## src/rtl/vram_arbiter_if.sv

```systemverilog
// Bus bundle for vram_arbiter: CPU port, video fetch port and synchronous RAM port.
// The arbiter uses the slave modport; the CPU/video/RAM side uses the master modport.
interface vram_arbiter_if;
  logic [11:0] CPU_ADDR;
  logic [7:0]  CPU_DIN;
  logic [7:0]  CPU_DOUT;
  logic        CPU_CS;
  logic        CPU_RD;
  logic        CPU_WR;
  logic        CPU_WAIT_N;
  logic [11:0] VGA_ADDR;
  logic [7:0]  VGA_DATA;
  logic        BUS_REQ;
  logic        BUS_ACK;
  logic [11:0] RAM_ADDR;
  logic [7:0]  RAM_WDATA;
  logic        RAM_WE;
  logic [7:0]  RAM_RDATA;

  modport slave (
    input  CPU_ADDR, CPU_DIN, CPU_CS, CPU_RD, CPU_WR, VGA_ADDR, BUS_REQ, RAM_RDATA,
    output CPU_DOUT, CPU_WAIT_N, VGA_DATA, BUS_ACK, RAM_ADDR, RAM_WDATA, RAM_WE
  );

  modport master (
    output CPU_ADDR, CPU_DIN, CPU_CS, CPU_RD, CPU_WR, VGA_ADDR, BUS_REQ, RAM_RDATA,
    input  CPU_DOUT, CPU_WAIT_N, VGA_DATA, BUS_ACK, RAM_ADDR, RAM_WDATA, RAM_WE
  );
endinterface

```

## src/rtl/vram_arbiter.sv

```systemverilog
// VRAM arbiter: shares a 1-cycle-latency synchronous RAM between a CPU and a video fetcher.
// Define VRAM_POSTED_WRITE_EN to add a single-entry posted write buffer for CPU writes.
module vram_arbiter (
  input  logic          CLK_50MHZ,
  input  logic          RST_N,
  vram_arbiter_if.slave bus
);

  typedef enum logic [1:0] {IDLE, CPU_ACC, CPU_DONE, VIDEO} state_e;

  state_e      state_q, state_d;
  logic        strobe, strobe_q, capture, toBuf, startAcc;
  logic        pending_q, isWrite_q, waitN_q, busAck_q, wasVideo_q;
  logic        accWrite_q, accBuf_q;
  logic [11:0] cpuAddr_q, ramAddr_q;
  logic [7:0]  cpuDin_q, ramWdata_q, cpuDout_q;
  logic        bufValid;
  logic [11:0] bufAddr;
  logic [7:0]  bufData;

  assign strobe  = bus.CPU_CS & (bus.CPU_RD | bus.CPU_WR);
  assign capture = strobe & ~strobe_q & ~pending_q;

`ifdef VRAM_POSTED_WRITE_EN
  logic        bufValid_q;
  logic [11:0] bufAddr_q;
  logic [7:0]  bufData_q;

  // A write finding the buffer empty is posted; it drains before any pending CPU op.
  assign toBuf    = capture & bus.CPU_WR & ~bufValid_q;
  assign bufValid = bufValid_q;
  assign bufAddr  = bufAddr_q;
  assign bufData  = bufData_q;

  always_ff @(posedge CLK_50MHZ) begin
    if (!RST_N) begin
      bufValid_q <= 1'b0;
      bufAddr_q  <= '0;
      bufData_q  <= '0;
    end else if (toBuf) begin
      bufValid_q <= 1'b1;
      bufAddr_q  <= bus.CPU_ADDR;
      bufData_q  <= bus.CPU_DIN;
    end else if (state_q == CPU_DONE && accBuf_q) begin
      bufValid_q <= 1'b0;
    end
  end
`else
  assign toBuf    = 1'b0;
  assign bufValid = 1'b0;
  assign bufAddr  = '0;
  assign bufData  = '0;
`endif

  always_ff @(posedge CLK_50MHZ) begin
    if (!RST_N) state_q <= IDLE;
    else        state_q <= state_d;
  end

  // Video wins in IDLE, but a started CPU access always runs through CPU_DONE.
  always_comb begin
    state_d  = state_q;
    startAcc = 1'b0;
    case (state_q)
      IDLE: begin
        if (bus.BUS_REQ) begin
          state_d = VIDEO;
        end else if (pending_q || bufValid) begin
          state_d  = CPU_ACC;
          startAcc = 1'b1;
        end
      end
      CPU_ACC:  state_d = CPU_DONE;
      CPU_DONE: state_d = bus.BUS_REQ ? VIDEO : IDLE;
      VIDEO:    if (!bus.BUS_REQ) state_d = IDLE;
      default:  state_d = IDLE;
    endcase
  end

  always_ff @(posedge CLK_50MHZ) begin
    if (!RST_N) begin
      strobe_q   <= 1'b0;
      pending_q  <= 1'b0;
      isWrite_q  <= 1'b0;
      cpuAddr_q  <= '0;
      cpuDin_q   <= '0;
      waitN_q    <= 1'b1;
      busAck_q   <= 1'b0;
      wasVideo_q <= 1'b0;
      accWrite_q <= 1'b0;
      accBuf_q   <= 1'b0;
      ramAddr_q  <= '0;
      ramWdata_q <= '0;
      cpuDout_q  <= '0;
    end else begin
      strobe_q   <= strobe;
      busAck_q   <= (state_d == VIDEO);
      wasVideo_q <= (state_q == VIDEO);
      if (capture && !toBuf) begin
        pending_q <= 1'b1;
        isWrite_q <= bus.CPU_WR;
        cpuAddr_q <= bus.CPU_ADDR;
        cpuDin_q  <= bus.CPU_DIN;
        waitN_q   <= 1'b0;
      end
      // The RAM port is loaded once per access and then held, so RAM_WDATA keeps its last value.
      if (startAcc) begin
        accBuf_q   <= bufValid;
        accWrite_q <= bufValid | isWrite_q;
        ramAddr_q  <= bufValid ? bufAddr : cpuAddr_q;
        if (bufValid)       ramWdata_q <= bufData;
        else if (isWrite_q) ramWdata_q <= cpuDin_q;
      end
      if (state_q == CPU_DONE && !accBuf_q) begin
        pending_q <= 1'b0;
        waitN_q   <= 1'b1;
        if (!accWrite_q) cpuDout_q <= bus.RAM_RDATA;
      end
    end
  end

  // Gating the strobe with RST_N keeps a reset during CPU_ACC from committing the write.
  assign bus.RAM_WE     = (state_q == CPU_ACC) & accWrite_q & RST_N;
  assign bus.RAM_ADDR   = (state_q == VIDEO) ? bus.VGA_ADDR : ramAddr_q;
  assign bus.RAM_WDATA  = ramWdata_q;
  assign bus.CPU_DOUT   = cpuDout_q;
  assign bus.CPU_WAIT_N = waitN_q;
  assign bus.BUS_ACK    = busAck_q;
  assign bus.VGA_DATA   = wasVideo_q ? bus.RAM_RDATA : 8'h00;

endmodule

```

## src/flat_wrapper.sv

```systemverilog
// flat-port wrapper written by rule: the top's interface ports become plain ports
module vram_arbiter_flat 
  (CLK_50MHZ, RST_N, bus_CPU_ADDR, bus_CPU_DIN, bus_CPU_CS, bus_CPU_RD, bus_CPU_WR, bus_VGA_ADDR, bus_BUS_REQ, bus_RAM_RDATA, bus_CPU_DOUT, bus_CPU_WAIT_N, bus_VGA_DATA, bus_BUS_ACK, bus_RAM_ADDR, bus_RAM_WDATA, bus_RAM_WE);
  vram_arbiter_if bus_i ();
  input  logic CLK_50MHZ;
  input  logic RST_N;
  input wire logic [$bits(bus_i.CPU_ADDR)-1:0] bus_CPU_ADDR;
  input wire logic [$bits(bus_i.CPU_DIN)-1:0] bus_CPU_DIN;
  input wire logic [$bits(bus_i.CPU_CS)-1:0] bus_CPU_CS;
  input wire logic [$bits(bus_i.CPU_RD)-1:0] bus_CPU_RD;
  input wire logic [$bits(bus_i.CPU_WR)-1:0] bus_CPU_WR;
  input wire logic [$bits(bus_i.VGA_ADDR)-1:0] bus_VGA_ADDR;
  input wire logic [$bits(bus_i.BUS_REQ)-1:0] bus_BUS_REQ;
  input wire logic [$bits(bus_i.RAM_RDATA)-1:0] bus_RAM_RDATA;
  output wire logic [$bits(bus_i.CPU_DOUT)-1:0] bus_CPU_DOUT;
  output wire logic [$bits(bus_i.CPU_WAIT_N)-1:0] bus_CPU_WAIT_N;
  output wire logic [$bits(bus_i.VGA_DATA)-1:0] bus_VGA_DATA;
  output wire logic [$bits(bus_i.BUS_ACK)-1:0] bus_BUS_ACK;
  output wire logic [$bits(bus_i.RAM_ADDR)-1:0] bus_RAM_ADDR;
  output wire logic [$bits(bus_i.RAM_WDATA)-1:0] bus_RAM_WDATA;
  output wire logic [$bits(bus_i.RAM_WE)-1:0] bus_RAM_WE;
  assign bus_i.CPU_ADDR = bus_CPU_ADDR;
  assign bus_i.CPU_DIN = bus_CPU_DIN;
  assign bus_i.CPU_CS = bus_CPU_CS;
  assign bus_i.CPU_RD = bus_CPU_RD;
  assign bus_i.CPU_WR = bus_CPU_WR;
  assign bus_i.VGA_ADDR = bus_VGA_ADDR;
  assign bus_i.BUS_REQ = bus_BUS_REQ;
  assign bus_i.RAM_RDATA = bus_RAM_RDATA;
  assign bus_CPU_DOUT = bus_i.CPU_DOUT;
  assign bus_CPU_WAIT_N = bus_i.CPU_WAIT_N;
  assign bus_VGA_DATA = bus_i.VGA_DATA;
  assign bus_BUS_ACK = bus_i.BUS_ACK;
  assign bus_RAM_ADDR = bus_i.RAM_ADDR;
  assign bus_RAM_WDATA = bus_i.RAM_WDATA;
  assign bus_RAM_WE = bus_i.RAM_WE;
  vram_arbiter u_core (.CLK_50MHZ(CLK_50MHZ), .RST_N(RST_N), .bus(bus_i));
endmodule
```

## config.mk

```make
export PLATFORM = sky130hd
export DESIGN_NAME = vram_arbiter_flat
export DESIGN_NICKNAME = d
export VERILOG_FILES = /design/src/rtl/vram_arbiter_if.sv /design/src/rtl/vram_arbiter.sv /design/src/flat_wrapper.sv
export SDC_FILE = /design/constraint.sdc
export NUM_CORES = 1
export LEC_CHECK = 0
export CORE_UTILIZATION = 40
export CTS_CLUSTER_DIAMETER = 150
export DETAILED_ROUTE_END_ITERATION = 8
export PLACE_DENSITY = 0.76
export SKIP_LAST_GASP = 1
export SLEW_MARGIN = 5
export SYNTH_ARGS = -nofsm -noshare
export SYNTH_HDL_FRONTEND = slang
export SYNTH_SLANG_ARGS = --single-unit
```

## constraint.sdc

```tcl
create_clock -name CLK_50MHZ -period 1.2 [get_ports CLK_50MHZ]
set_input_delay 0.12 -clock CLK_50MHZ [delete_from_list [all_inputs] [get_ports CLK_50MHZ]]
set_output_delay 0.12 -clock CLK_50MHZ [all_outputs]
set_load 0.005 [all_outputs]
```

* Yosys cells after proc, flatten, opt, wreduce, memory -nomap -nowiden
Index checks and enable logic that the tools add are counted.
W data, S select, Z words.
** Storage, ports and cells
- Word-level logic and storage cells :: 41
- Bits in registers :: 57
- Input port bits :: 46
- Output and inout bits :: 39
** Cells by class
- Reduce and logical (&&, ||, !) cells :: 4
- Bitwise logic cells :: 10
- Muxes and demuxes :: 10
- Equality and inequality tests :: 4
** Operator list (count)
- $mux W12 :: 1
- $mux W2 :: 4
- $mux W8 :: 1
- $pmux W2 S4 :: 1
- $eq A2 B2 Y1 const B :: 3
- $and A1 B1 Y1 :: 5
- $not A1 Y1 :: 4
- $reduce_and A2 Y1 :: 2
- $mux W1 :: 3
- $eq A2 B1 Y1 const B :: 1
- $logic_not A2 Y1 :: 1
- $reduce_or A2 Y1 :: 1
- $or A1 B1 Y1 :: 1

* Logic depth before layout (Yosys ltp)
Gate-level depths: netlist of the first run.
- Depth after elaboration :: 4
- Mapped depth :: 4
- Depth with buffers taken out :: 3

* Least setup slack after synthesis of the first run
No wires, ideal clock.
- Path type :: register to register
- From :: register u_core.state_q[1]
- To :: register u_core.ramAddr_q[0]
- Cell stages (with the launch flop) :: 5
- Setup slack :: -93 ps
- Data arrival time :: 1161 ps
- Buffers on the path :: 1
- Period minus slack after synthesis :: 1293 ps
- Data required time :: 1068 ps
- Setup time :: 132 ps
- Cells stage by stage :: dfxtp_1 or4b_4 buf_6 nand2_1 a21oi_1
** Between the ends
- Longest elaborated chain between the ends :: 2
** RTL lines
- start: declaration :: line vram_arbiter.sv:11 : state_e state_q, state_d;
- start signal: assignment :: line vram_arbiter.sv:57 : else state_q <= state_d;
- $logic_not A2 Y1 :: line vram_arbiter.sv:64 : case (state_q)
- $mux W1 :: line vram_arbiter.sv:64
- end signal: assignment :: line vram_arbiter.sv:110 : ramAddr_q <= bufValid ? bufAddr : cpuAddr_q;
- end: declaration :: line vram_arbiter.sv:15 : logic [11:0] cpuAddr_q, ramAddr_q;
No other way between the ends.
A chain may end at the register's enable or synchronous reset.

* Final worst setup path of the first run
- From :: register u_core.state_q[1]
- To :: output bus_RAM_ADDR[3]
** Between the ends
- Longest elaborated chain between the ends :: 2
** RTL lines
- $eq A2 B2 Y1 :: line vram_arbiter.sv:124 : assign bus.RAM_ADDR = (state_q == VIDEO) ? bus.VGA_ADDR : ramAddr_q;
- $mux W12 :: line vram_arbiter.sv:124
- end: declaration :: line flat_wrapper.sv:19 : output wire logic [$bits(bus_i.RAM_ADDR)-1:0] bus_RAM_ADDR;
No other way between the ends.

==> run_results.csv, run 1 <==
group,metric,value,unit
setup_path,worstPathMaxFanout,7,
clocking,postCtsHoldBufs,0,
drt,first_pass_iters,4,
timing,postLayoutSetupSlackWorst,-274,ps
global_routing,grt_pass1_vias,2108,
placed_design,dp_slack,-307,ps
setup_path,end_kind,"primary output",
setup_path,cp_num_buf_inv,2,
synth,synthArstFlopShare,0,
layout,final_util,0.680,
setup_path,worstPathCellList,"nand2_4 > buf_8 > mux2_4 > buf_6",
synth,yosys_warnings,0,
setup_path,cp-start-kind,"register",
die,io_pins,85,
placed_design,dp_hpwl,3720,um
drt,wl,6190,um
setup_path,crit_required,1080,ps
synth,synthFlopType,"dfxtp_1",
drt,post_drt_via_cell_ratio,4.83,
synth,synth_area_per_cell,9.34,sq um
placed_design,gp_congestion,0.789,
timing,maxSlewHeadroom,0.674,
synth,yosys_register_bits,57,
clocking,clkTransAtPathRegs,60,ps
drt,routedWlPerCell,14.5,um
layout,final_layout_size_suffix_gt1_frac,0.352,
clocking,clk_latency,330,ps
synth,synth-seq-area-share,0.495,
die,die_width,77.9,um
job,cap_viol_max_count,0,
power,vdd_drop_max,0.694,mV
global_routing,track_usage,0.203,
worst_hold_path,hold_depth,3,
drt,vias,2063,
timing,post-route-period-util,1.23,
setup_path,cp_slowest_stage_delay,360,ps
global_routing,grt_max_degree,26,
die,die_h,77.9,um
clocking,cts_tree,"done",
placed_design,placed_cell_area,3300,sq um
drt,ant_nets,0,
clocking,ctsRootBufferMaster,"clkbuf_8",
die,initial_core_util,0.416,
clocking,htreeDepth,3,
synth,synth_common_cells,"nand2_1 (74), dfxtp_1 (57), mux2i_1 (37)",
synth,yosysTopAreaCellShare,0.495,
setup_path,cp.depth,4,
placed_design,portBuffers,84,
layout,fillers,445,
setup_path,cp_data_arrival_time,1350,ps
synth,synth_cell_types,24,
layout,final_cell_area,3760,sq um
die,coreArea,5540,sq um
timing,setup_viol,44,
layout,nets,398,
timing,whs,130,ps
setup_path,r2r_cells,5,
timing,fin_crit,1470,ps
outcome,status,"complete, but fails checks",
synth,synthCells,247,
synth,synthTopCellsByArea,"dfxtp_1 (49%), mux2i_1 (16%), nand2_1 (12%)",
global_routing,grt_pass1_wl,9400,um
clocking,ctsLongestPathBuffers,2,
die,dieArea,6070,sq um
clocking,cts_num_sinks,57,
setup_path,path_delay_family,"flip-flops",
timing,fmax,0.678,GHz
setup_path,crit_slowest_cell,"dfxtp_4",
clocking,numCtsBuffers,9,
setup_path,path_class,"reg2out",
global_routing,gr-total-overflow,0,
outcome,violations,"setup timing",
power,powerDensity,1100,nW/um^2
timing,slew_violations,0,
worst_hold_path,hold_class,"in2reg",
drt,dr.first_iter.drc_count,67,
synth,syn_area,2310,sq um
timing,tightest_slew,484,ps
power,p_leak,1.69,nW
timing,grt_setup_unrepaired,"true",
die,rows,27,
synth,synth_top_area_cell,"dfxtp_1",
timing,fin_skew,6.79,ps
layout,area_growth,63.3,%
synth,synth-edff-count,0,
synth,synth_most_common_cell,"nand2_1",
drt,drc_errors,0,
synth,syn_nets,293,
layout,diodes,0,
global_routing,antenna_found_initial,0,
timing,hold_viol_final,0,
==> report_power, final <==
| part | internal, mW | switching [mW] | leakage (nW) |
|---|---|---|---|
| sequential | 1.97 | 0.0532 | 0.468 |
| clock | 0.841 | 0.679 | 0.0826 |
| combinational | 0.363 | 0.247 | 1.14 |
| total | 3.18 | 0.979 | 1.69 |
==> through the flow <==
step                      instances  total power [mW]  TNS, ps
final                           427              4.16    -9280
after global routing            427              4.31   -12020
after global placement          403              2.59   -15540
after CTS                       430              4.13   -10000
after floorplan                 247              2.30     -485
after detailed placement        403              2.60   -16860
==> repair_timing <==
| item | CTS | global route |
|---|---|---|
| endpoints found under the hold margin | 0 | 0 |
| pin swaps | 14 | 25 |
| setup endpoints to repair | 68 | 74 |
| buffers inserted | 10 | 1 |
| cloned | 3 | 1 |
| gates resized for setup | 116 | 79 |
==> tightest hold or removal path: stages <==
cell and delay, ps:
buf_2 130, o21ai_0 110, a21oi_1 50
==> final timing paths <==
| kind | start | end | slack [ps] |
|---|---|---|---|
| setup / recovery | u_core.state_q[1] | bus_RAM_ADDR[3] | -270 |
| hold reg to reg | u_core.bus.CPU_WAIT_N | u_core.bus.CPU_WAIT_N | 450 |
| hold / removal | RST_N | u_core.pending_q | 130 |
| setup reg to reg | u_core.state_q[1] | u_core.ramAddr_q[6] | -270 |
==> layer usage <==
metal  GRT usage  routed length, um  vias up
met5           0                  0        -
met4      0.0963                114        0
met3      0.0671                428       15
met2       0.354               3120       66
met1       0.220               2530      955
li1            -                  -     1027
==> cell type report <==
cell class / count / area, sq um / share of cell area
Timing Repair Buffer: 106 / 1040 / 0.275
Multi-Input combinational cell: 175 / 1310 / 0.348
Tap cell: 72 / 90.1 / 0.0239
Clock buffer: 14 / 163 / 0.0432
Inverter: 3 / 11.3 / 0.00299
Sequential cell: 57 / 1150 / 0.307
==> registers in the layout, indices dropped and copies added, names as in the netlist <==
name                   cells
u_core.cpuAddr_q          12
u_core.ramAddr_q          12
u_core.bus.CPU_DOUT        8
u_core.bus.RAM_WDATA       8
u_core.cpuDin_q            8
u_core.state_q             2
u_core.accWrite_q          1
u_core.bus.BUS_ACK         1
u_core.bus.CPU_WAIT_N      1
u_core.isWrite_q           1
u_core.pending_q           1
u_core.strobe_q            1
u_core.wasVideo_q          1
==> cell usage in the layout, fill, tap and decap left out, types with 2 or more instances in the layout <==
master	netlist	layout
nand2_1	74	54
nor2_1	12	11
buf_6	1	24
mux2i_1	37	36
clkbuf_2	0	3
nand2_4	0	5
and2_4	0	6
mux2_4	0	12
dfxtp_1	57	50
clkdlybuf4s50_1	0	44
dfxtp_4	0	2
buf_4	3	11
or4b_4	1	2
buf_2	3	3
o21ai_0	2	2
clkbuf_1	7	3
dlygate4sd2_1	0	18
nand2_2	3	19
a21oi_1	15	5
inv_1	2	2
a21oi_2	0	10
dfxtp_2	0	5
clkbuf_8	0	11
and2_1	8	2
buf_12	0	2
==> kinds of logic after synthesis <==
| group | Yosys count | share of synthesized area |
|---|---|---|
| compound gates | 18 | 0.0402 |
| buf+inv | 17 | 0.0374 |
| flops | 57 | 0.495 |
| mux | 49 | 0.219 |
| simple gates | 106 | 0.208 |
Note: power is estimated with default switching activity, not from simulation.
==> run 2: changes to the inputs <==
==> constraint.sdc (replaced) <==
create_clock -name CLK_50MHZ -period 1.2 [get_ports CLK_50MHZ]
set_input_delay 0.12 -clock CLK_50MHZ [delete_from_list [all_inputs] [get_ports CLK_50MHZ]]
set_output_delay 0.12 -clock CLK_50MHZ [all_outputs]
set_load 0.05 [all_outputs]
==> run 2 against run 1 <==
Effect of this change: the run still ends with setup timing left; sequential cell count did not move; clock-buffer cell count fell by 1; die area did not move; critical path type unchanged; critical endpoint is now bus_RAM_ADDR[5]; largest cell class is now non-clock buffers; largest power group unchanged.
==> run_results.csv, run 2 (synthesized netlist as in run 1, its figures left out) <==
group,metric,value,unit
global_routing,grt_pass1_wl,9650,um
layout,reg.largest.list,"u_core.cpuAddr_q x12, u_core.ramAddr_q x12",
timing,grt_setup_unrepaired,"true",
timing,slew_violations,0,
setup_path,cp-start-kind,"register",
timing,fmax,0.658,GHz
clocking,numCtsBuffers,9,
power,finalPower,4.64,mW
drt,drc_errors,0,
clocking,clk_latency,330,ps
power,vdd_drop_max,0.746,mV
outcome,status,"complete, but fails checks",
die,die_h,77.9,um
placed_design,dp_cells,401,
setup_path,cp_data_arrival_time,1400,ps
timing,fin_tns_setup,-9380,ps
clocking,cts_num_sinks,57,
placed_design,placed_cell_area,3560,sq um
global_routing,top_usage_layer,"met2",
drt,first_pass_iters,4,
layout,final_layout_size_suffix_gt1_frac,0.380,
drt,ant_nets,0,
clocking,clkTransAtPathRegs,60,ps
global_routing,gr-total-overflow,0,
timing,post-route-period-util,1.27,
layout,diodes,0,
die,dieArea,6070,sq um
layout,nets,402,
layout,layout_commonest_cell,"nand2_1",
global_routing,track_usage,0.206,
global_routing,grtUsageMet1,0.229,
die,initial_core_util,0.416,
drt,vias,2153,
timing,fin_crit,1520,ps
timing,tightest_slew,382,ps
timing,setup_viol,51,
job,cap_viol_max_count,0,
setup_path,end_kind,"primary output",
drt,post_drt_via_cell_ratio,4.97,
layout,fillers,335,
timing,hold_viol_final,0,
die,io_pins,85,
clocking,htreeDepth,3,
layout,final_cell_area,4220,sq um
drt,wl,6630,um
layout,final_util,0.761,
global_routing,grt_max_degree,25,
die,die_width,77.9,um
placed_design,portBuffers,84,
clocking,ctsLongestPathBuffers,2,
die,coreArea,5540,sq um
global_routing,grt_pass1_vias,2144,
worst_hold_path,hold_class,"in2reg",
drt,routedWlPerCell,15.3,um
outcome,violations,"setup timing",
power,powerDensity,1100,nW/um^2
placed_design,dp_hpwl,3980,um
global_routing,grtUsageMet2,0.345,
placed_design,gp_congestion,0.777,
timing,maxSlewHeadroom,0.743,
die,rows,27,
setup_path,crit_required,1080,ps
power,p_leak,1.74,nW
layout,layout_common_cells,"nand2_1 (58), dfxtp_1 (53), clkdlybuf4s50_1 (44)",
layout,area_growth,82.8,%
drt,dr.first_iter.drc_count,117,
setup_path,worstPathMaxFanout,7,
timing,fin_skew,5.16,ps
setup_path,path_class,"reg2out",
global_routing,antenna_found_initial,0,
timing,postLayoutSetupSlackWorst,-320,ps
clocking,cts_tree,"done",
clocking,ctsRootBufferMaster,"clkbuf_8",
layout,stdcell_count,433,
global_routing,grt_use_met3,0.0871,
## run 2: changes by cell type in the layout (fill, tap and decap cells not counted), sizes merged
cell and delta:
buf +23, dlygate4sd2 -18, clkbuf -2, clkinv +2, bufinv +1
## run 2: what timing repair did
item	4_1_cts	5_1_grt
pin swaps	8	22
resized for setup	33	47
gates cloned	3	4
hold buffers	0	0
endpoints found under the setup margin	50	71
hold endpoints to repair	0	0
setup buffers	4	5
## run 2: power breakdown
part	internal (mW)	switching, mW
combinational	0.479	0.389
sequential	1.97	0.0724
clock	1.01	0.713
## run 2: routing by layer
layer  vias to the layer above  wire length (um)
li1                       1036                 -
met1                      1013              2670
met2                        91              3390
met3                        13               425
met4                         0               140
met5                         -                 0
## run 2: cell type report
type | count | area, sq um | area share
clock buffers | 13 | 149 | 0.0353
clock inverters | 3 | 40.0 | 0.00950
inverters | 3 | 11.3 | 0.00267
multi-input cells | 175 | 1310 | 0.311
flip-flops and latches | 57 | 1160 | 0.274
well taps | 72 | 90.1 | 0.0214
repair buffers | 110 | 1460 | 0.346
## run 2: worst paths after layout
path,start,to,slack [ps],depth (start not counted)
hold / removal,RST_N,u_core.isWrite_q,150,3
setup reg to reg,u_core.state_q[1],u_core.ramAddr_q[9],-320,5
hold reg to reg,u_core.cpuAddr_q[6],u_core.ramAddr_q[6],470,2
setup / recovery,u_core.state_q[0],bus_RAM_ADDR[5],-320,4
## run 2: stage by stage
stage          setup slack (ps)  hold WS, ps
2_1_floorplan             -51.0          241
3_3_place_gp               -288          442
3_5_place_dp               -337          450
4_1_cts                    -329          137
5_1_grt                    -352          173
6_report                   -320          151
## run 2: critical path, stage by stage, from the launching register on
cell	delay (ps)
dfxtp_4	390
nand2_8	80
buf_12	150
mux2_4	300
buf_6	150
